`src/rtl/tdc_pkg.sv`:
```
// Shared definitions for the TDC interval path.
// Holds the FSM state encoding, a width helper and the fine-bin count
// shared with the start/stop decoder instances.
package tdc_pkg;

  // Number of fine bins spanning one clock period, shared with the decoders.
  localparam int NUM_BINS_DEF = 200;

  localparam logic [2:0] ST_IDLE  = 3'd0;
  localparam logic [2:0] ST_ARMED = 3'd1;
  localparam logic [2:0] ST_RUN   = 3'd2;
  localparam logic [2:0] ST_CALC  = 3'd3;
  localparam logic [2:0] ST_DONE  = 3'd4;

  typedef enum logic [2:0] {
    IDLE  = ST_IDLE,
    ARMED = ST_ARMED,
    RUN   = ST_RUN,
    CALC  = ST_CALC,
    DONE  = ST_DONE
  } state_t;

  // Bits needed to hold the values 0 .. value-1 (minimum 1).
  function automatic int clog2w(input int value);
    int w;
    w = 1;
    while ((1 << w) < value) w++;
    return w;
  endfunction

endpackage

```
`src/rtl/tdc_interval_calc.sv`:
```
// Combinational interval arithmetic: coarse*NUM_BINS + start - stop.
// Evaluated in signed arithmetic two bits wider than the result so nothing
// is lost before the sign test; negative results clamp to 0 with an error flag.
// Ports:
//   coarse_i    coarse cycle count
//   start_bin_i start fine bin
//   stop_bin_i  stop fine bin
//   interval_o  interval in fine bins (clamped, truncated to BITS_RES)
//   error_o     high when the exact result was negative
module tdc_interval_calc
  import tdc_pkg::*;
#(
  parameter int BITS_DECO   = 8,
  parameter int BITS_COARSE = 16,
  parameter int NUM_BINS    = NUM_BINS_DEF,
  parameter int BITS_RES    = 24
) (
  input  logic [BITS_COARSE-1:0] coarse_i,
  input  logic [BITS_DECO-1:0]   start_bin_i,
  input  logic [BITS_DECO-1:0]   stop_bin_i,
  output logic [BITS_RES-1:0]    interval_o,
  output logic                   error_o
);

  localparam int W    = BITS_RES + 2;
  localparam int NB_W = clog2w(NUM_BINS + 1);

  logic signed [W-1:0] coarse_s;
  logic signed [W-1:0] start_s;
  logic signed [W-1:0] stop_s;
  logic signed [W-1:0] nbins_s;
  logic signed [W-1:0] sum_s;
  logic                unused_hi;

  // Zero-extend everything into the wide signed domain.
  assign coarse_s = $signed({{(W-BITS_COARSE){1'b0}}, coarse_i});
  assign start_s  = $signed({{(W-BITS_DECO){1'b0}}, start_bin_i});
  assign stop_s   = $signed({{(W-BITS_DECO){1'b0}}, stop_bin_i});
  assign nbins_s  = $signed({{(W-NB_W){1'b0}}, NB_W'(NUM_BINS)});

  assign sum_s = coarse_s * nbins_s + start_s - stop_s;

  assign error_o    = sum_s[W-1];
  assign interval_o = sum_s[W-1] ? '0 : sum_s[BITS_RES-1:0];

  // Bits above the result width are discarded by design.
  assign unused_hi = ^sum_s[W-2:BITS_RES];

endmodule

```
`src/rtl/tdc_interval_builder.sv`:
```
// Builds one start-to-stop interval (in fine bins) per armed shot from the
// start/stop decoder bin numbers and a coarse cycle counter, and hands the
// result to the readout stage over valid/ready.
// Ports:
//   wClk, wRst            clock, asynchronous active-high reset
//   wArm                  one-cycle arm request (honoured only when idle)
//   wStartHit/wStartBin   start decoder hit and fine bin
//   wStopHit/wStopBin     stop decoder hit and fine bin
//   wInterval, wCoarse    result interval and raw coarse count
//   wTimeout, wError      result flags, meaningful while wValid is high
//   wValid, wReady        result handshake
//   wBusy                 high whenever a shot is in progress or pending
module tdc_interval_builder
  import tdc_pkg::*;
#(
  parameter int BITS_DECO   = 8,
  parameter int BITS_COARSE = 16,
  parameter int NUM_BINS    = NUM_BINS_DEF,
  parameter int MAX_COARSE  = 65535,
  parameter int BITS_RES    = 24
) (
  input  logic                   wClk,
  input  logic                   wRst,
  input  logic                   wArm,
  input  logic                   wStartHit,
  input  logic [BITS_DECO-1:0]   wStartBin,
  input  logic                   wStopHit,
  input  logic [BITS_DECO-1:0]   wStopBin,
  output logic [BITS_RES-1:0]    wInterval,
  output logic [BITS_COARSE-1:0] wCoarse,
  output logic                   wTimeout,
  output logic                   wError,
  output logic                   wValid,
  input  logic                   wReady,
  output logic                   wBusy
);

  localparam logic [BITS_COARSE-1:0] MAX_C = BITS_COARSE'(MAX_COARSE);

  state_t                 state_q;
  logic [BITS_DECO-1:0]   start_bin_q;
  logic [BITS_DECO-1:0]   stop_bin_q;
  logic [BITS_COARSE-1:0] coarse_q;
  logic [BITS_COARSE-1:0] coarse_d;
  logic [BITS_RES-1:0]    interval_q;
  logic [BITS_COARSE-1:0] coarse_out_q;
  logic                   timeout_q;
  logic                   error_q;
  logic                   valid_q;

  logic [BITS_RES-1:0]    calc_interval;
  logic                   calc_error;

  assign coarse_d = coarse_q + BITS_COARSE'(1);

  tdc_interval_calc #(
    .BITS_DECO  (BITS_DECO),
    .BITS_COARSE(BITS_COARSE),
    .NUM_BINS   (NUM_BINS),
    .BITS_RES   (BITS_RES)
  ) u_calc (
    .coarse_i   (coarse_q),
    .start_bin_i(start_bin_q),
    .stop_bin_i (stop_bin_q),
    .interval_o (calc_interval),
    .error_o    (calc_error)
  );

  always_ff @(posedge wClk or posedge wRst) begin
    if (wRst) begin
      state_q      <= IDLE;
      start_bin_q  <= '0;
      stop_bin_q   <= '0;
      coarse_q     <= '0;
      interval_q   <= '0;
      coarse_out_q <= '0;
      timeout_q    <= 1'b0;
      error_q      <= 1'b0;
      valid_q      <= 1'b0;
    end else begin
      case (state_q)
        IDLE: begin
          if (wArm) state_q <= ARMED;
        end

        ARMED: begin
          if (wStartHit) begin
            start_bin_q <= wStartBin;
            // A same-cycle stop only counts if it cannot precede the start
            // inside this clock period; otherwise it belongs to noise.
            if (wStopHit && (wStopBin <= wStartBin)) begin
              stop_bin_q <= wStopBin;
              coarse_q   <= '0;
              state_q    <= CALC;
            end else begin
              coarse_q <= BITS_COARSE'(1);
              state_q  <= RUN;
            end
          end
        end

        RUN: begin
          // A stop in the cycle the counter reaches its limit still wins.
          if (wStopHit) begin
            stop_bin_q <= wStopBin;
            state_q    <= CALC;
          end else if (coarse_q == MAX_C) begin
            interval_q   <= '1;
            coarse_out_q <= MAX_C;
            timeout_q    <= 1'b1;
            error_q      <= 1'b0;
            valid_q      <= 1'b1;
            state_q      <= DONE;
          end else begin
            coarse_q <= coarse_d;
          end
        end

        CALC: begin
          interval_q   <= calc_interval;
          error_q      <= calc_error;
          timeout_q    <= 1'b0;
          coarse_out_q <= coarse_q;
          valid_q      <= 1'b1;
          state_q      <= DONE;
        end

        DONE: begin
          if (valid_q && wReady) begin
            valid_q   <= 1'b0;
            timeout_q <= 1'b0;
            error_q   <= 1'b0;
            state_q   <= IDLE;
          end
        end

        default: state_q <= IDLE;
      endcase
    end
  end

  assign wInterval = interval_q;
  assign wCoarse   = coarse_out_q;
  assign wTimeout  = timeout_q;
  assign wError    = error_q;
  assign wValid    = valid_q;
  assign wBusy     = (state_q != IDLE);

endmodule

```
`config.mk`:
```
export PLATFORM = sky130hd
export DESIGN_NAME = tdc_interval_builder
export DESIGN_NICKNAME = d
export VERILOG_FILES = /design/src/rtl/tdc_pkg.sv /design/src/rtl/tdc_interval_calc.sv /design/src/rtl/tdc_interval_builder.sv
export SDC_FILE = /design/constraint.sdc
export NUM_CORES = 1
export LEC_CHECK = 0
export CORE_AREA = 2 2 143 145
export CTS_CLUSTER_DIAMETER = 120
export DETAILED_ROUTE_END_ITERATION = 12
export DIE_AREA = 0 0 145 147
export SYNTH_ARGS = -nofsm -noshare
export SYNTH_HDL_FRONTEND = slang
export SYNTH_SLANG_ARGS = --single-unit
```
`constraint.sdc`:
```
create_clock -name wClk -period 9 [get_ports wClk]
set_input_delay 1.8 -clock wClk [delete_from_list [all_inputs] [get_ports wClk]]
set_output_delay 1.8 -clock wClk [all_outputs]
set_load 0.02 [all_outputs]
```
==> flow_summary.ini, run 1 <==
[clock_network]
post_cts_buffers = 0
clk_latency_ps = 340
tritoncts = built
cts_buffers = 9
cts_max_level = 3
clk_pin_slew_ps = 60
cts_resized = 0
root_buffer = clkbuf_16
cts.sinks = 78
clock_path_buffers = 2
cts.hold.buffers_added = 0

[layout]
syn_to_final_growth_pct = 20.4
final_cell_area_mm2 = 0.00751
final_common_cell = inv_1
insertedDiodeCount = 0
fin_cells = 999
drive_above_1_share_pct = 8.23
final_cell_mix = inv_1, ha_1, dfrtp_1, clkdlybuf4s50_1, nor2_1
fin_util_pct = 37.8
nNetsFinal = 850
fillCellCount = 2031

[timing]
rsz0062_at_grt = false
tightest_slew_ps = 1030
timing_max_transition_violations_final = 0
max_freq_mhz = 175
finClkSkew_ps = 7.16
setup_tns_ps = 0
hold_violations = 0
slew_headroom_pct = 31.6
fin_crit_sh_pct = 63.3
period_needed_ps = 5700
setup_viol = 0

[power]
power_frac_comb_pct = 65.0
peakVddDrop_mv = 0.167
p_sw_mw = 1.22
internal_power_mw = 1.65
p_sw_share_pct = 42.5
p_per_area_mw_per_mm2 = 382
power_frac_clock_pct = 14.1
power.leakage_nw = 3.66
p_seq_share_pct = 20.9

[critical_path]
required_ps = 9220
startpoint_type = flip-flop
path_max_fanout = 25
r2r_slack_ps = 3300
worstSetupPathType = reg -> reg
timing.rr.start = coarse_q[5]
end_kind = flip-flop
r2r_cells = 20
r2r_end = wInterval[8]
crit_arrival_ps = 5920

[synthesis]
synth.cell_area_mm2 = 0.00623
async_reset_ff_share_pct = 100
synth_area_leaders = dfrtp_1, ha_1, inv_1
synth_top_cell_area_share_pct = 31.3
netlist-cell-type-count = 59
syn_inst = 661
yosysWarnings = 0
synth-seq-cells = 78
synthesis.nets = 786
yosysSeqAreaShare_pct = 31.3
synth_top_area_cell = dfrtp_1
syn_area_per_cell_um2 = 9.43
synth-main-ff-cell = dfrtp_1
synth_edf_count = 0

[global_routing]
antenna_found_initial = 0
gr-usage-all-layers_pct = 13.5
gr-total-overflow = 0
first_global_vias = 4748
use_met1_pct = 19.0
grt-busiest-layer = met2
grt_max_degree = 54
grtUsageMet3_pct = 2.20
grt_pass1_wl_um = 23700
met2_usage_pct = 21.2

[placement]
dp_hpwl_um = 10900
gp_congestion = 0.821
postPlaceCellArea_mm2 = 0.00719
io_buffers = 65
placedCellCount = 984

[floorplan]
io_pins = 66
rows = 52
initial_utilization_pct = 31.4
dieArea_mm2 = 0.0213
die_y_um = 147
die_w_um = 145
core_mm2 = 0.0198

[detailed_routing]
drt_iter0_drc = 299
drcViolationCount = 0
wirelength_um = 13800
routedWlPerCell_um = 13.8
first_pass_iters = 4
num_vias = 4638
vias_per_cell = 4.64
drtAntennaViolNets = 0

[worst_hold_path]
hold_start = wCoarse[4]
min_to = wCoarse[4]
worstHoldPathCells = 1
min_path_type = reg -> reg

[status]
status = completed

[job]
max-cap-violations = 0
[flip-flops by register name, summed over array words and instances, names as in the netlist]
signal and flops:
wValid 1, coarse_q 16, stop_bin_q 8, wError 1, wCoarse 16, state_q 3, wInterval 24, start_bin_q 8
wTimeout 1
[critical path, cell delays in order (launching register included)]
cell       delay [ps]
dfrtp_1           440
ha_1              320
ha_1              280
inv_1              50
fa_1              490
inv_1              40
ha_1              360
a21o_1            220
or3_4             330
o21a_1            230
xnor2_1           340
inv_1             120
ha_1              350
a21oi_1           160
o21ai_0            90
or3_1             430
nand4b_1          140
nand2_1           100
a221oi_2          390
o2111ai_4         430
o221a_2           270
[kinds of logic after synthesis]
| kind of cell | share of synthesized area (%) |
|---|---|
| compound gates | 18.9 |
| simple gates | 10.6 |
| buf+inv | 7.34 |
| fa+ha+maj | 22.7 |
| flops | 31.3 |
| xor+xnor | 7.16 |
| mux | 1.93 |
[per-stage QoR]
stage | hold slack [ps] | total power [mW] | worst slack [ps]
2_1_floorplan | 485 | 1.98 | 3880
3_3_place_gp | 481 | 2.48 | 3420
3_5_place_dp | 481 | 2.48 | 3290
4_1_cts | 495 | 2.91 | 3260
5_1_grt | 530 | 3.14 | 2850
6_report | 496 | 2.87 | 3300
[synth_stat cells (4+ instances only)]
cell and n:
clkbuf_1 14, xor2_1 15, fa_1 17, o221a_2 20
nand3_1 11, mux2_2 8, nor2_1 52, o21bai_1 7
o211ai_1 6, o22a_1 4, o211a_1 4, o31ai_1 4
nand2_1 36, a211oi_1 5, xnor2_1 36, a21o_1 14
inv_1 100, o21a_1 5, ha_1 86, nor3_1 11
a21oi_1 43, nand2b_1 9, nand4_1 5, dfrtp_1 78
o21ai_0 17
[worst max path at each step]
stage	end	cells past startpoint	startpoint	slack, ps
6_report	wInterval[8]	20	coarse_q[5]	3300
2_1_floorplan	wInterval[1]	21	coarse_q[6]	3880
5_1_grt	wInterval[15]	20	coarse_q[5]	2850
3_3_place_gp	wInterval[4]	20	coarse_q[5]	3420
4_1_cts	wInterval[6]	20	coarse_q[5]	3260
3_5_place_dp	wInterval[1]	20	coarse_q[5]	3290
[power by group through the flow]
stage	registers (mW)	logic (mW)	clock network (mW)
2_1_floorplan	0.700	1.28	0
3_3_place_gp	0.611	1.87	0
3_5_place_dp	0.609	1.87	0
4_1_cts	0.604	1.89	0.412
5_1_grt	0.622	2.08	0.431
6_report	0.600	1.87	0.404
[layer usage]
layer	wire length, µm	vias to the layer above	share of wire [%]
met3	493	11	3.6
met4	181	0	1.3
li1	-	2412	-
met2	6180	50	45
met5	0	-	0
met1	6930	2165	50
[final cells by class]
type / instances / area, µm² / area share (%)
Clock buffer: 10 / 239 / 3.18
Clock inverter: 5 / 82.6 / 1.10
Inverter: 101 / 380 / 5.06
Multi-Input combinational cell: 465 / 3830 / 51.0
Sequential cell: 78 / 1950 / 26.0
Tap cell: 270 / 338 / 4.50
Timing Repair Buffer: 70 / 688 / 9.16
No activity file was read; power rests on OpenSTA's default activity.
==> inputs of run 2 (changes only) <==
Clock period 9 ns to 6 ns, I/O delays scaled along.
==> run 2 against run 1 <==
  * Clock skew shrank 0.88 ps
  * Combinational power up 53%
  * Critical path depth stayed put
  * Clock-buffer cell count up 2
  * Critical path type unchanged
  * Worst setup slack got worse by 2900 ps
  * Sequential power increased by 50%
  * First-iteration DRC count decreased by 18%
  * Highest routed layer unchanged
  * Routed wire length is 3.5% higher
  * Global-route usage is essentially flat
  * Via count grew 2.1%
  * Cell count rose by 0.40%
  * Largest power group unchanged
  * Core utilization up 0.25 points
==> flow_summary.ini, run 2 (same netlist as run 1, synthesis figures left out) <==
[timing]
hold_violations = 0
fin_crit_sh_pct = 93.8
slew_headroom_pct = 45.7
fin_ws_ps = 374
max_freq_mhz = 178
tightest_slew_ps = 815
finClkSkew_ps = 6.28
setup_viol = 0
period_needed_ps = 5630
setup_tns_ps = 0
rsz0062_at_grt = false
timing_max_transition_violations_final = 0

[critical_path]
cpMaxStageDelayCell = fa_1
startpoint_type = flip-flop
cpMostUsedCell = ha_1
slowest_delay_ps = 490
crit_arrival_ps = 5860
worstSetupPathType = reg -> reg
crit_buf_inv = 2
critical_path_depth = 20
path_delay_family = adder cells
end_kind = flip-flop
required_ps = 6240
path_max_fanout = 13
r2r_cells = 20
cp_cell_sequence = ha_1 -> ha_1 -> inv_1 -> fa_1 -> inv_1 -> ha_1 -> a21o_1 -> or3_4 -> o21a_1 -> xnor2_1 -> ha_1 -> o2111a_1 -> nand2_1 -> o21ba_2 -> or3_1 -> nand4b_1 -> nand2_1 -> a221oi_4 -> o2111ai_4 -> o221a_2

[layout]
final_cell_mix = inv_1, ha_1, dfrtp_1, clkdlybuf4s50_1, nor2_1
nNetsFinal = 853
drive_above_1_share_pct = 8.73
multiInputGateArea_mm2 = 0.00387
final_common_cell = inv_1
syn_to_final_growth_pct = 21.3
largest_register_ff_count = 24
insertedDiodeCount = 0
ff_latch_area_mm2 = 0.00195
fillCellCount = 1980

[detailed_routing]
drcViolationCount = 0
num_vias = 4737
wirelength_um = 14300
routedWlPerCell_um = 14.2
drtAntennaViolNets = 0
drt_iter0_drc = 246
first_pass_iters = 6
vias_per_cell = 4.72

[clock_network]
cts_buffers = 9
clock_path_buffers = 2
cts.hold.buffers_added = 0
tritoncts = built
clk_pin_slew_ps = 60
root_buffer = clkbuf_16
clk_latency_ps = 350
cts.sinks = 78
cts_max_level = 3

[floorplan]
initial_utilization_pct = 31.4
die_w_um = 145
die_y_um = 147
core_mm2 = 0.0198
io_pins = 66
rows = 52
dieArea_mm2 = 0.0213

[global_routing]
gr-usage-all-layers_pct = 13.5
first_global_vias = 4693
antenna_found_initial = 0
grt_pass1_wl_um = 23600
grt_max_degree = 54
gr-total-overflow = 0

[placement]
dp_hpwl_um = 10900
gp_congestion = 0.810
dpl_worst_slack_ps = 335
io_buffers = 65

[status]
status = completed

[worst_hold_path]
worstHoldPathCells = 1
min_path_type = reg -> reg

[power]
p_per_area_mw_per_mm2 = 577
peakVddDrop_mv = 0.234
power.leakage_nw = 3.67

[job]
max-cap-violations = 0
-- run 2: changes by cell type in the layout (fill, tap and decap cells not counted) --
cell       change
bufinv_16      -1
o2111ai_4      +1
clkbuf_8       +2
a221oi_2       -1
buf_4          +2
a221oi_4       +1
-- run 2: layout make-up --
type,count,share of cell area [%]
timing repair buffer,72,9.30
inverter,101,5.03
clock buffer,12,3.53
tap,270,4.47
multi-input combinational,466,51.2
clock inverter,4,0.695
sequential,78,25.8
-- run 2: timing repair --
action,CTS,global route
setup buffers,0,0
setup endpoints to repair,0,24
gates resized for setup,0,2
-- run 2: where the power goes --
part	total [mW]	switching, mW	internal (mW)	leakage [nW]
combinational	2.87	1.50	1.37	2.58
sequential	0.901	0.148	0.753	0.934
clock	0.591	0.233	0.358	0.159
-- run 2: worst paths after layout --
check | slack [ps] | from | end
min | 500 | wCoarse[4] | wCoarse[4]
min in group asynchronous | 1180 | wRst | wInterval[3]
max reg2reg | 370 | coarse_q[5] | wInterval[6]
max | 370 | coarse_q[5] | wInterval[6]
min reg2reg | 500 | wCoarse[4] | wCoarse[4]
max in group asynchronous | 3790 | wRst | coarse_q[10]
-- run 2: metrics by stage --
step	total power [mW]	instances	area [µm²]	hold WS, ps	utilization (%)
6_report	4.36	1003	7560	500	38.1
5_1_grt	4.74	1003	7560	537	38.1
4_1_cts	4.35	1002	7520	505	37.9
3_5_place_dp	3.72	986	7200	490	36.3
3_3_place_gp	3.72	986	7200	490	36.3
2_1_floorplan	2.97	661	6230	485	-
-- run 2: metal layers --
layer | vias to the layer above | wire [µm] | global-route usage [%] | share of wire [%]
met5 | - | 0 | 0 | 0
met4 | 0 | 178 | 3.61 | 1.2
met3 | 16 | 525 | 3.26 | 3.7
met2 | 66 | 6460 | 21.1 | 45
met1 | 2216 | 7100 | 18.7 | 50
li1 | 2439 | - | - | -
